[config.mk]
export PLATFORM = sky130hd
export DESIGN_NAME = uart_frame_parser_flat
export DESIGN_NICKNAME = d
export VERILOG_FILES = /design/src/rtl/uart_frame_parser_pkg.sv /design/src/rtl/uart_frame_parser_if.sv /design/src/rtl/uart_frame_parser_crc8.sv /design/src/rtl/uart_frame_parser.sv /design/src/flat_wrapper.sv
export SDC_FILE = /design/constraint.sdc
export NUM_CORES = 1
export LEC_CHECK = 0
export BUFFER_PORTS_ARGS = -buffer_cell sky130_fd_sc_hd__buf_2
export CAP_MARGIN = 20
export CORE_UTILIZATION = 35
export DETAILED_ROUTE_END_ITERATION = 8
export PLACE_DENSITY_LB_ADDON = 0.12
export SLEW_MARGIN = 20
export SYNTH_ARGS = -nofsm -noshare
export SYNTH_HDL_FRONTEND = slang
export SYNTH_HIERARCHICAL = 1
export SYNTH_SLANG_ARGS = --single-unit
[constraint.sdc]
create_clock -name clk_50M -period 1.6 [get_ports clk_50M]
set_input_delay 0.08 -clock clk_50M [delete_from_list [all_inputs] [get_ports clk_50M]]
set_output_delay 0.08 -clock clk_50M [all_outputs]
set_load 0.005 [all_outputs]
[src/rtl/uart_frame_parser_pkg.sv]
// Shared constants, FSM encoding and the CRC8 (poly 0x07, MSB-first) update
// used by the UART frame parser and its transmit-side counterpart.
package uart_frame_pkg;

    localparam logic [7:0] HDR0_DEFAULT = 8'h55;
    localparam logic [7:0] HDR1_DEFAULT = 8'hAA;
    localparam logic [7:0] CRC8_POLY    = 8'h07;
    localparam logic [7:0] CRC8_INIT    = 8'h00;

    localparam logic [1:0] ST_IDLE = 2'd0;
    localparam logic [1:0] ST_HDR  = 2'd1;
    localparam logic [1:0] ST_BODY = 2'd2;
    localparam logic [1:0] ST_CRC  = 2'd3;

    typedef enum logic [1:0] {
        S_IDLE = ST_IDLE,
        S_HDR  = ST_HDR,
        S_BODY = ST_BODY,
        S_CRC  = ST_CRC
    } state_t;

    // One byte through the shift register: no reflection, no final XOR.
    function automatic logic [7:0] crc8(input logic [7:0] crc, input logic [7:0] data);
        logic [7:0] c;
        c = crc ^ data;
        for (int i = 0; i < 8; i++) begin
            c = c[7] ? ((c << 1) ^ CRC8_POLY) : (c << 1);
        end
        return c;
    endfunction

endpackage

[src/rtl/uart_frame_parser_if.sv]
// Byte-stream input and frame-result bundle between the UART receiver side
// (master) and the frame parser (slave).
interface uart_frame_parser_if #(
    parameter int _NUM_BYTES = 11
);
    logic [7:0]              uart_data;
    logic                    uart_done;
    logic [_NUM_BYTES*8-1:0] rev_data;
    logic                    pack_done;
    logic                    crc_err;
    logic                    timeout_err;
    logic [7:0]              frame_cnt;
    logic                    busy;

    modport master (
        output uart_data, uart_done,
        input  rev_data, pack_done, crc_err, timeout_err, frame_cnt, busy
    );

    modport slave (
        input  uart_data, uart_done,
        output rev_data, pack_done, crc_err, timeout_err, frame_cnt, busy
    );
endinterface

[src/rtl/uart_frame_parser_crc8.sv]
// Combinational byte-wise CRC8 update; shared with the transmit framer.
module crc8_byte
    import uart_frame_pkg::*;
(
    input  logic [7:0] crc_in,
    input  logic [7:0] data_in,
    output logic [7:0] crc_out
);
    assign crc_out = crc8(crc_in, data_in);
endmodule

[src/rtl/uart_frame_parser.sv]
// Frame delineation (HDR0 HDR1 body CRC8) with atomic body update on good CRC.
// Optional inter-byte timeout: define FRAME_TIMEOUT_EN.
//
// state  | meaning
// IDLE   | hunting for first header byte
// HDR    | first header seen, expecting second (repeat of first re-syncs)
// BODY   | collecting body bytes into the shadow buffer, running CRC
// CRC    | next byte is compared against the running CRC
module uart_frame_parser
    import uart_frame_pkg::*;
#(
    parameter int         _NUM_BYTES   = 11,
    parameter logic [7:0] _HDR0        = HDR0_DEFAULT,
    parameter logic [7:0] _HDR1        = HDR1_DEFAULT,
    parameter int         _TIMEOUT_CYC = 50000
) (
    input logic                clk_50M,
    input logic                rst,
    uart_frame_parser_if.slave bus
);

    localparam logic [4:0] IDX_LAST = 5'(_NUM_BYTES - 1);

    state_t                  state, state_nxt;
    logic [4:0]              idx;
    logic [7:0]              crc_q, crc_upd;
    logic [7:0]              shadow [_NUM_BYTES];
    logic [_NUM_BYTES*8-1:0] shadow_flat, rev_data_q;
    logic                    pack_q, crc_err_q, timeout_q, busy_q;
    logic [7:0]              frame_cnt_q;
    logic                    body_start, body_wr, frame_ok, frame_bad, expire;

    crc8_byte u_crc (
        .crc_in  (crc_q),
        .data_in (bus.uart_data),
        .crc_out (crc_upd)
    );

`ifdef FRAME_TIMEOUT_EN
    localparam logic [16:0] TO_LAST = 17'(_TIMEOUT_CYC - 1);
    logic [16:0] to_cnt;

    always_ff @(posedge clk_50M) begin
        if (rst) begin
            to_cnt <= '0;
        end else if (bus.uart_done || state == S_IDLE) begin
            to_cnt <= '0;
        end else begin
            to_cnt <= to_cnt + 17'd1;
        end
    end

    // A strobe on the expiry cycle takes priority and restarts the timer.
    assign expire = (state != S_IDLE) && !bus.uart_done && (to_cnt == TO_LAST);
`else
    assign expire = 1'b0;
`endif

    always_ff @(posedge clk_50M) begin
        if (rst) begin
            state <= S_IDLE;
        end else begin
            state <= state_nxt;
        end
    end

    always_comb begin
        state_nxt  = state;
        body_start = 1'b0;
        body_wr    = 1'b0;
        frame_ok   = 1'b0;
        frame_bad  = 1'b0;
        if (bus.uart_done) begin
            case (state)
                S_IDLE: begin
                    if (bus.uart_data == _HDR0) state_nxt = S_HDR;
                end
                S_HDR: begin
                    if (bus.uart_data == _HDR1) begin
                        state_nxt  = S_BODY;
                        body_start = 1'b1;
                    end else if (bus.uart_data != _HDR0) begin
                        state_nxt = S_IDLE;
                    end
                end
                S_BODY: begin
                    body_wr = 1'b1;
                    if (idx == IDX_LAST) state_nxt = S_CRC;
                end
                S_CRC: begin
                    frame_ok  = (bus.uart_data == crc_q);
                    frame_bad = (bus.uart_data != crc_q);
                    state_nxt = S_IDLE;
                end
                default: state_nxt = S_IDLE;
            endcase
        end else if (expire) begin
            state_nxt = S_IDLE;
        end
    end

    always_comb begin
        shadow_flat = '0;
        for (int k = 0; k < _NUM_BYTES; k++) begin
            shadow_flat[8*k +: 8] = shadow[k];
        end
    end

    always_ff @(posedge clk_50M) begin
        if (rst) begin
            idx         <= '0;
            crc_q       <= CRC8_INIT;
            rev_data_q  <= '0;
            pack_q      <= 1'b0;
            crc_err_q   <= 1'b0;
            timeout_q   <= 1'b0;
            busy_q      <= 1'b0;
            frame_cnt_q <= '0;
            for (int k = 0; k < _NUM_BYTES; k++) begin
                shadow[k] <= '0;
            end
        end else begin
            pack_q    <= frame_ok;
            crc_err_q <= frame_bad;
            timeout_q <= expire;
            busy_q    <= (state_nxt != S_IDLE);
            if (body_start) begin
                idx   <= '0;
                crc_q <= CRC8_INIT;
            end else if (body_wr) begin
                idx   <= idx + 5'd1;
                crc_q <= crc_upd;
            end
            for (int k = 0; k < _NUM_BYTES; k++) begin
                if (body_wr && idx == 5'(k)) shadow[k] <= bus.uart_data;
            end
            // Body only reaches the register mapper once the whole frame checks out.
            if (frame_ok) begin
                rev_data_q  <= shadow_flat;
                frame_cnt_q <= frame_cnt_q + 8'd1;
            end
        end
    end

    assign bus.rev_data    = rev_data_q;
    assign bus.pack_done   = pack_q;
    assign bus.crc_err     = crc_err_q;
    assign bus.timeout_err = timeout_q;
    assign bus.frame_cnt   = frame_cnt_q;
    assign bus.busy        = busy_q;

endmodule

[src/flat_wrapper.sv]
// flat-port wrapper written by rule: the top's interface ports become plain ports
module uart_frame_parser_flat import uart_frame_pkg::*;
#(
    parameter int         _NUM_BYTES   = 11,
    parameter logic [7:0] _HDR0        = HDR0_DEFAULT,
    parameter logic [7:0] _HDR1        = HDR1_DEFAULT,
    parameter int         _TIMEOUT_CYC = 50000
)
  (clk_50M, rst, bus_uart_data, bus_uart_done, bus_rev_data, bus_pack_done, bus_crc_err, bus_timeout_err, bus_frame_cnt, bus_busy);
  uart_frame_parser_if #(._NUM_BYTES(_NUM_BYTES)) bus_i ();
  input logic clk_50M;
  input logic rst;
  input wire logic [$bits(bus_i.uart_data)-1:0] bus_uart_data;
  input wire logic [$bits(bus_i.uart_done)-1:0] bus_uart_done;
  output wire logic [$bits(bus_i.rev_data)-1:0] bus_rev_data;
  output wire logic [$bits(bus_i.pack_done)-1:0] bus_pack_done;
  output wire logic [$bits(bus_i.crc_err)-1:0] bus_crc_err;
  output wire logic [$bits(bus_i.timeout_err)-1:0] bus_timeout_err;
  output wire logic [$bits(bus_i.frame_cnt)-1:0] bus_frame_cnt;
  output wire logic [$bits(bus_i.busy)-1:0] bus_busy;
  assign bus_i.uart_data = bus_uart_data;
  assign bus_i.uart_done = bus_uart_done;
  assign bus_rev_data = bus_i.rev_data;
  assign bus_pack_done = bus_i.pack_done;
  assign bus_crc_err = bus_i.crc_err;
  assign bus_timeout_err = bus_i.timeout_err;
  assign bus_frame_cnt = bus_i.frame_cnt;
  assign bus_busy = bus_i.busy;
  uart_frame_parser #(._NUM_BYTES(_NUM_BYTES), ._HDR0(_HDR0), ._HDR1(_HDR1), ._TIMEOUT_CYC(_TIMEOUT_CYC)) u_core (.clk_50M(clk_50M), .rst(rst), .bus(bus_i));
endmodule
After elaboration in Yosys (flattened, before gate mapping)

Memories as Yosys holds them, arrays and structs flattened. A register that Yosys moved wholly into a read port is not among the register bits.
Cells that the tools add are included.

Flip-flop bits (word level): 26
Bits in writable memories: 88
Output and inout bits: 100
Logic and storage cells: 133
Memories: 1

Memories:

| memory        | depth | width | rd ports | clocked after memory_dff | write ports | line                    | text |
|---|---|---|---|---|---|---|---|
| u_core.shadow | 11    | 8     | 11       | 11                       | 11          | uart_frame_parser.sv:27 | `logic [7:0] shadow [_NUM_BYTES];` |

Add/subtract/negate cells: 2
Eq/ne operators: 18
Mux-type cells: 67
Bitwise gates (word level): 22
Reductions and logical operators: 16

Operator list:

| cell                                                                     | count |
|---|---|
| 8-bit two-way mux                                                        | 11 |
| 1-bit two-way mux                                                        | 42 |
| 3-bit two-way mux                                                        | 8 |
| 3-bit NOT                                                                | 8 |
| 5-bit by 3-bit equality test with 1-bit output (second input constant)   | 4 |
| 5-bit by 4-bit equality test with 1-bit output (second input constant)   | 3 |
| 1-bit logical AND                                                        | 11 |
| 1-bit OR                                                                 | 11 |
| 5-bit by 2-bit equality test with 1-bit output (second input constant)   | 2 |
| 2-bit two-way mux                                                        | 5 |
| 8-bit by 1-bit adder with 8-bit output (second input constant)           | 1 |
| 8-bit by 7-bit equality test with 1-bit output (second input constant)   | 1 |
| 8-bit equality test                                                      | 1 |
| 8-bit equality test (second input constant)                              | 1 |
| 8-bit by 7-bit inequality test with 1-bit output (second input constant) | 1 |
| 8-bit inequality test                                                    | 1 |
| 2-bit one-hot mux with 4 select lines                                    | 1 |
| 8-bit XOR                                                                | 1 |
| 5-bit by 1-bit adder with 5-bit output (second input constant)           | 1 |
| 5-bit by 1-bit equality test with 1-bit output (second input constant)   | 1 |
| 5-bit logical NOT                                                        | 1 |
| 2-bit equality test (second input constant)                              | 2 |
| 3-bit OR reduction                                                       | 1 |
| 2-bit by 1-bit equality test with 1-bit output (second input constant)   | 1 |
| 4 further kinds                                                          | 5 |

Depth between registers and ports, before layout

Depth after elaboration: 17
Gate-level depth with buffers: 6

Cells and area by module

The synthesis kept the hierarchy.

Modules (own cells, without submodules):

| module            | instances | cells an instance | area an instance (um2) | seq. area each (um2) |
|---|---|---|---|---|
| uart_frame_parser | 1         | 760               | 8045.2                 | 4924.7 |
| crc8_byte         | 1         | 20                | 212.7                  | 0.0 |

Least setup slack after synthesis

OpenSTA, ideal clock, no wires.

Kind: register -> register
Start: register u_core.state[1]
End: memory u_core.shadow[8][0], enable pin
Setup time: 0.329 ns
Arrival time: 1.427 ns
Required time: 1.271 ns
Setup slack: -0.156 ns
Cell stages (with the launch flop): 7
Buffers on the path: 2
Cell sequence: dfxtp_1 -> buf_4 -> nand3b_4 -> buf_2 -> nor4b_4 -> nand2_2 -> nand2_1

RTL lines:

| element                | line                    | text |
|---|---|---|
| start, declared        | uart_frame_parser.sv:24 | `state_t state, state_nxt;` |
| start signal, assigned | uart_frame_parser.sv:63 | `state <= state_nxt;` |
| end, declared          | uart_frame_parser.sv:27 |  |

Worst setup path after layout

Start: register u_core.crc_q[0]
End: register u_core.frame_cnt_q[5], in the netlist u_core/bus.frame_cnt[5]

Longest elaborated chain between the ends: 3

RTL lines:

| element                | line                     | text |
|---|---|---|
| start, declared        | uart_frame_parser.sv:26  | `logic [7:0] crc_q, crc_upd;` |
| start signal, assigned | uart_frame_parser.sv:132 | `crc_q <= crc_upd;` |
| 8-bit equality test    | uart_frame_parser.sv:91  | `frame_ok = (bus.uart_data == crc_q);` |
| 1-bit two-way mux      | uart_frame_parser.sv:74  | `case (state)` |
| 1-bit two-way mux      | uart_frame_parser.sv:73  | `if (bus.uart_done) begin` |
| end signal, assigned   | uart_frame_parser.sv:140 | `frame_cnt_q <= frame_cnt_q + 8'd1;` |
| end, declared          | uart_frame_parser.sv:30  | `logic [7:0] frame_cnt_q;` |

Every way passes these cells.
A chain may end at the register's enable or synchronous reset.

==> results.json <==
{
  "vias": 5888,
  "finalNonFillerCells": 1295,
  "skew_ns": 0.0110,
  "yosysTopAreaCell": "edfxtp_1",
  "grt_setup_unrepaired": "true",
  "reg2reg_from": "u_core/crc_q[0]$_SDFFE_PP0P_",
  "syn_nets": 796,
  "drt_iter0_markers": 296,
  "clk_pin_slew_worst_paths_ns": 0.06,
  "core-area_sq_um": 22900,
  "hpwl_mm": 12.9,
  "synthTopCellsByArea": "edfxtp_1 (32%), dfxtp_1 (28%), mux2i_1 (11%), nand2_1 (11%), nor2_1 (4.1%)",
  "ir_worst_vdd_uv": 552,
  "yosys_warnings": 6,
  "ys_seq_area_frac": 0.596,
  "drv_slew": 0,
  "gp_congestion": 0.761,
  "min_from": "rst",
  "critPathKind": "reg -> reg",
  "h-tree-depth": 1,
  "numCtsBuffers": 23,
  "clock_latency_ns": 0.50,
  "core.rowCount": 55,
  "ios": 111,
  "totalWireLength_mm": 19.7,
  "syn_inst": 780,
  "power_density_nw_per_um2": 1030,
  "vias_per_cell": 4.55,
  "hold_path_class": "in -> reg",
  "leakagePower_nw": 4.32,
  "wire_per_inst_um": 15.2,
  "min_path_cells": 3,
  "final_nets": 982,
  "timing.final.crit_share": 1.07,
  "fin_util": 0.474,
  "cts_sinks": 202,
  "grt_overflow_total": 0,
  "status": "finished, violations left",
  "reg2reg_to": "u_core/bus.frame_cnt[5]$_SDFFE_PP0P_",
  "setup-tns-final_ns": -6.07,
  "grt_max_degree": 57,
  "violations": "negative setup slack",
  "grt_antenna_before_repair": 0,
  "reg2regPathDepth": 5,
  "syn_area_per_cell_sq_um": 10.6,
  "start_kind": "flop",
  "finalSetupViolCount": 96,
  "grt_pass1_vias": 5701,
  "worstPathRequired_ns": 1.98,
  "postRouteAntennaNets": 0,
  "dieWidth_um": 156,
  "worstPathMaxFanout": 6,
  "grt_first_pass_wirelength_mm": 30.3,
  "post-place-ws_ns": -0.181,
  "ys_ff_latch": 202,
  "diodes": 0,
  "rrSetupSlack_ns": -0.10,
  "synth_cell_types": 43,
  "fin_ws_ns": -0.105,
  "grt_use_total": 0.159,
  "cts_max_path_buffers": 3,
  "fin_crit_ns": 1.70,
  "dieHeight_um": 156,
  "die_area_sq_um": 24200,
  "port_buffers": 109,
  "cap_violations": 0,
  "p_total_w": 0.0112,
  "hold_viol": 0,
  "cts_root_buffer": "clkbuf_16",
  "drive_above_1_share": 0.297,
  "crit_arrival_ns": 2.09,
  "area_growth_pct": 31.6,
  "dr.pass1.iters": 4,
  "fmax_mhz": 587,
  "end_kind": "flop",
  "start_util": 0.360,
  "drc": 0,
  "syn_area_sq_um": 8260,
  "placed_cells": 1242,
  "cts_tree": "yes",
  "min_to": "u_core/state[1]$_SDFF_PP0_",
  "synth_top_area_share": 0.320
}
==> area by class of cell <==
cell class / instances / area, sq um
Clock buffer: 39 / 697
Timing Repair Buffer: 211 / 1560
Sequential cell: 202 / 4940
Clock inverter: 2 / 35.0
Tap cell: 313 / 392
Multi-Input combinational cell: 515 / 3190
Fill cell: 2188 / 12100
Inverter: 13 / 53.8
==> power by group <==
| group | switching [W] | total, W | internal, W |
|---|---|---|---|
| clock network | 0.00199 | 0.00509 | 0.00310 |
| logic | 0.000342 | 0.000561 | 0.000219 |
| registers | 0.0000339 | 0.00551 | 0.00548 |
==> registers in the layout, indices dropped and copies added (netlist names) <==
signal / count
u_core/bus.rev_data: 88
u_core/bus.pack_done: 1
u_core/idx: 5
u_core/bus.busy: 1
u_core/shadow: 88
u_core/crc_q: 8
u_core/state: 2
u_core/bus.crc_err: 1
u_core/bus.frame_cnt: 8
==> routing by layer <==
layer,vias up,part of all wire,GRT usage
li1,2971,-,-
met3,35,0.040,0.0281
met4,0,0.020,0.0458
met1,2769,0.49,0.222
met5,-,0,0
met2,113,0.45,0.253
==> stage by stage <==
step / instance area, sq um / hold WS, ns
after detailed placement: 9740 / 0.446
after CTS: 10600 / 0.0114
after global routing: 10900 / 0.0296
final: 10900 / 0.0311
after floorplan: 8290 / 0.255
after global placement: 9740 / 0.440
==> how the worst max path moves through the flow <==
stage | cells past startpoint | startpoint | end
after floorplan | 6 | u_core/state[1]$_SDFF_PP0_ | u_core/shadow[8][0]$_SDFFCE_PN0P_
after global placement | 5 | u_core/crc_q[1]$_SDFFE_PP0P_ | u_core/bus.frame_cnt[7]$_SDFFE_PP0P_
after detailed placement | 5 | u_core/crc_q[1]$_SDFFE_PP0P_ | u_core/bus.frame_cnt[7]$_SDFFE_PP0P_
after CTS | 7 | u_core/crc_q[4]$_SDFFE_PP0P_ | u_core/bus.rev_data[34]$_SDFFE_PP0P_
after global routing | 7 | u_core/crc_q[4]$_SDFFE_PP0P_ | u_core/bus.rev_data[12]$_SDFFE_PP0P_
final | 5 | u_core/crc_q[0]$_SDFFE_PP0P_ | u_core/bus.frame_cnt[5]$_SDFFE_PP0P_
==> logic make-up after synthesis <==
family / after synthesis / share of synthesized area
mux: 93 / 0.113
compound gates: 20 / 0.0171
buf+inv: 63 / 0.0400
fa+ha+maj: 5 / 0.00758
xor+xnor: 32 / 0.0385
simple gates: 364 / 0.187
flops: 202 / 0.596
other cells: 1 / 0.000454
==> placed cells by master (no fill, tap or decap), types with 3 or more instances in the layout <==
| cell type | netlist | routed |
|---|---|---|
| nand2_4 | 0 | 5 |
| xor2_1 | 8 | 8 |
| mux2i_1 | 89 | 89 |
| mux2_1 | 4 | 3 |
| nand4_1 | 10 | 10 |
| buf_6 | 8 | 4 |
| clkbuf_8 | 0 | 4 |
| a21oi_1 | 11 | 11 |
| edfxtp_1 | 88 | 88 |
| or2_2 | 3 | 3 |
| xnor2_2 | 0 | 11 |
| xnor2_1 | 21 | 10 |
| o311ai_1 | 0 | 3 |
| nand2_1 | 231 | 219 |
| buf_12 | 0 | 7 |
| nand3_1 | 3 | 3 |
| buf_16 | 0 | 3 |
| nor4_1 | 5 | 3 |
| o41ai_1 | 3 | 3 |
| dfxtp_2 | 0 | 6 |
| nor4_2 | 2 | 3 |
| ha_1 | 5 | 5 |
| buf_2 | 5 | 109 |
| clkbuf_16 | 0 | 28 |
| dfxtp_1 | 114 | 107 |
| inv_1 | 13 | 12 |
| clkbuf_1 | 31 | 11 |
| nor2b_1 | 4 | 4 |
| nor2_1 | 90 | 90 |
| buf_4 | 4 | 81 |
| nand2_2 | 2 | 9 |
==> worst max-delay path, stage by stage (launching register included) <==
cell and delay, ns:
dfxtp_2 0.33, xnor2_2 0.20, nand4_1 0.20, buf_4 0.23, nor4_2 0.29, mux2_1 0.34
==> cell usage after synthesis, drive strengths merged <==
cell	instances
nand2	233
dfxtp	114
nor2	90
mux2i	89
edfxtp	88
clkbuf	32
xnor2	21
buf	18
inv	13
a21oi	11
nand4	10
xor2	9
nor4	7
ha	5
mux2	4
nor2b	4
nand3	3
nor3	3
o311ai	3
o41ai	3
or2	3
and4bb	2
nor4b	2
xnor3	2
and3	1
and3b	1
conb	1
nand3b	1
nand4b	1
nor3b	1
nor4bb	1
o2111a	1
o311a	1
o31ai	1
or3	1
==> timing repair <==
item	in CTS	in global routing
hold buffers	1	0
pin swaps	1	11
resized for setup	19	31
hold endpoints to repair	1	0
buffers inserted	1	6
cloned	0	4
setup endpoints to repair	164	139
(Power assumes the default switching activity.)
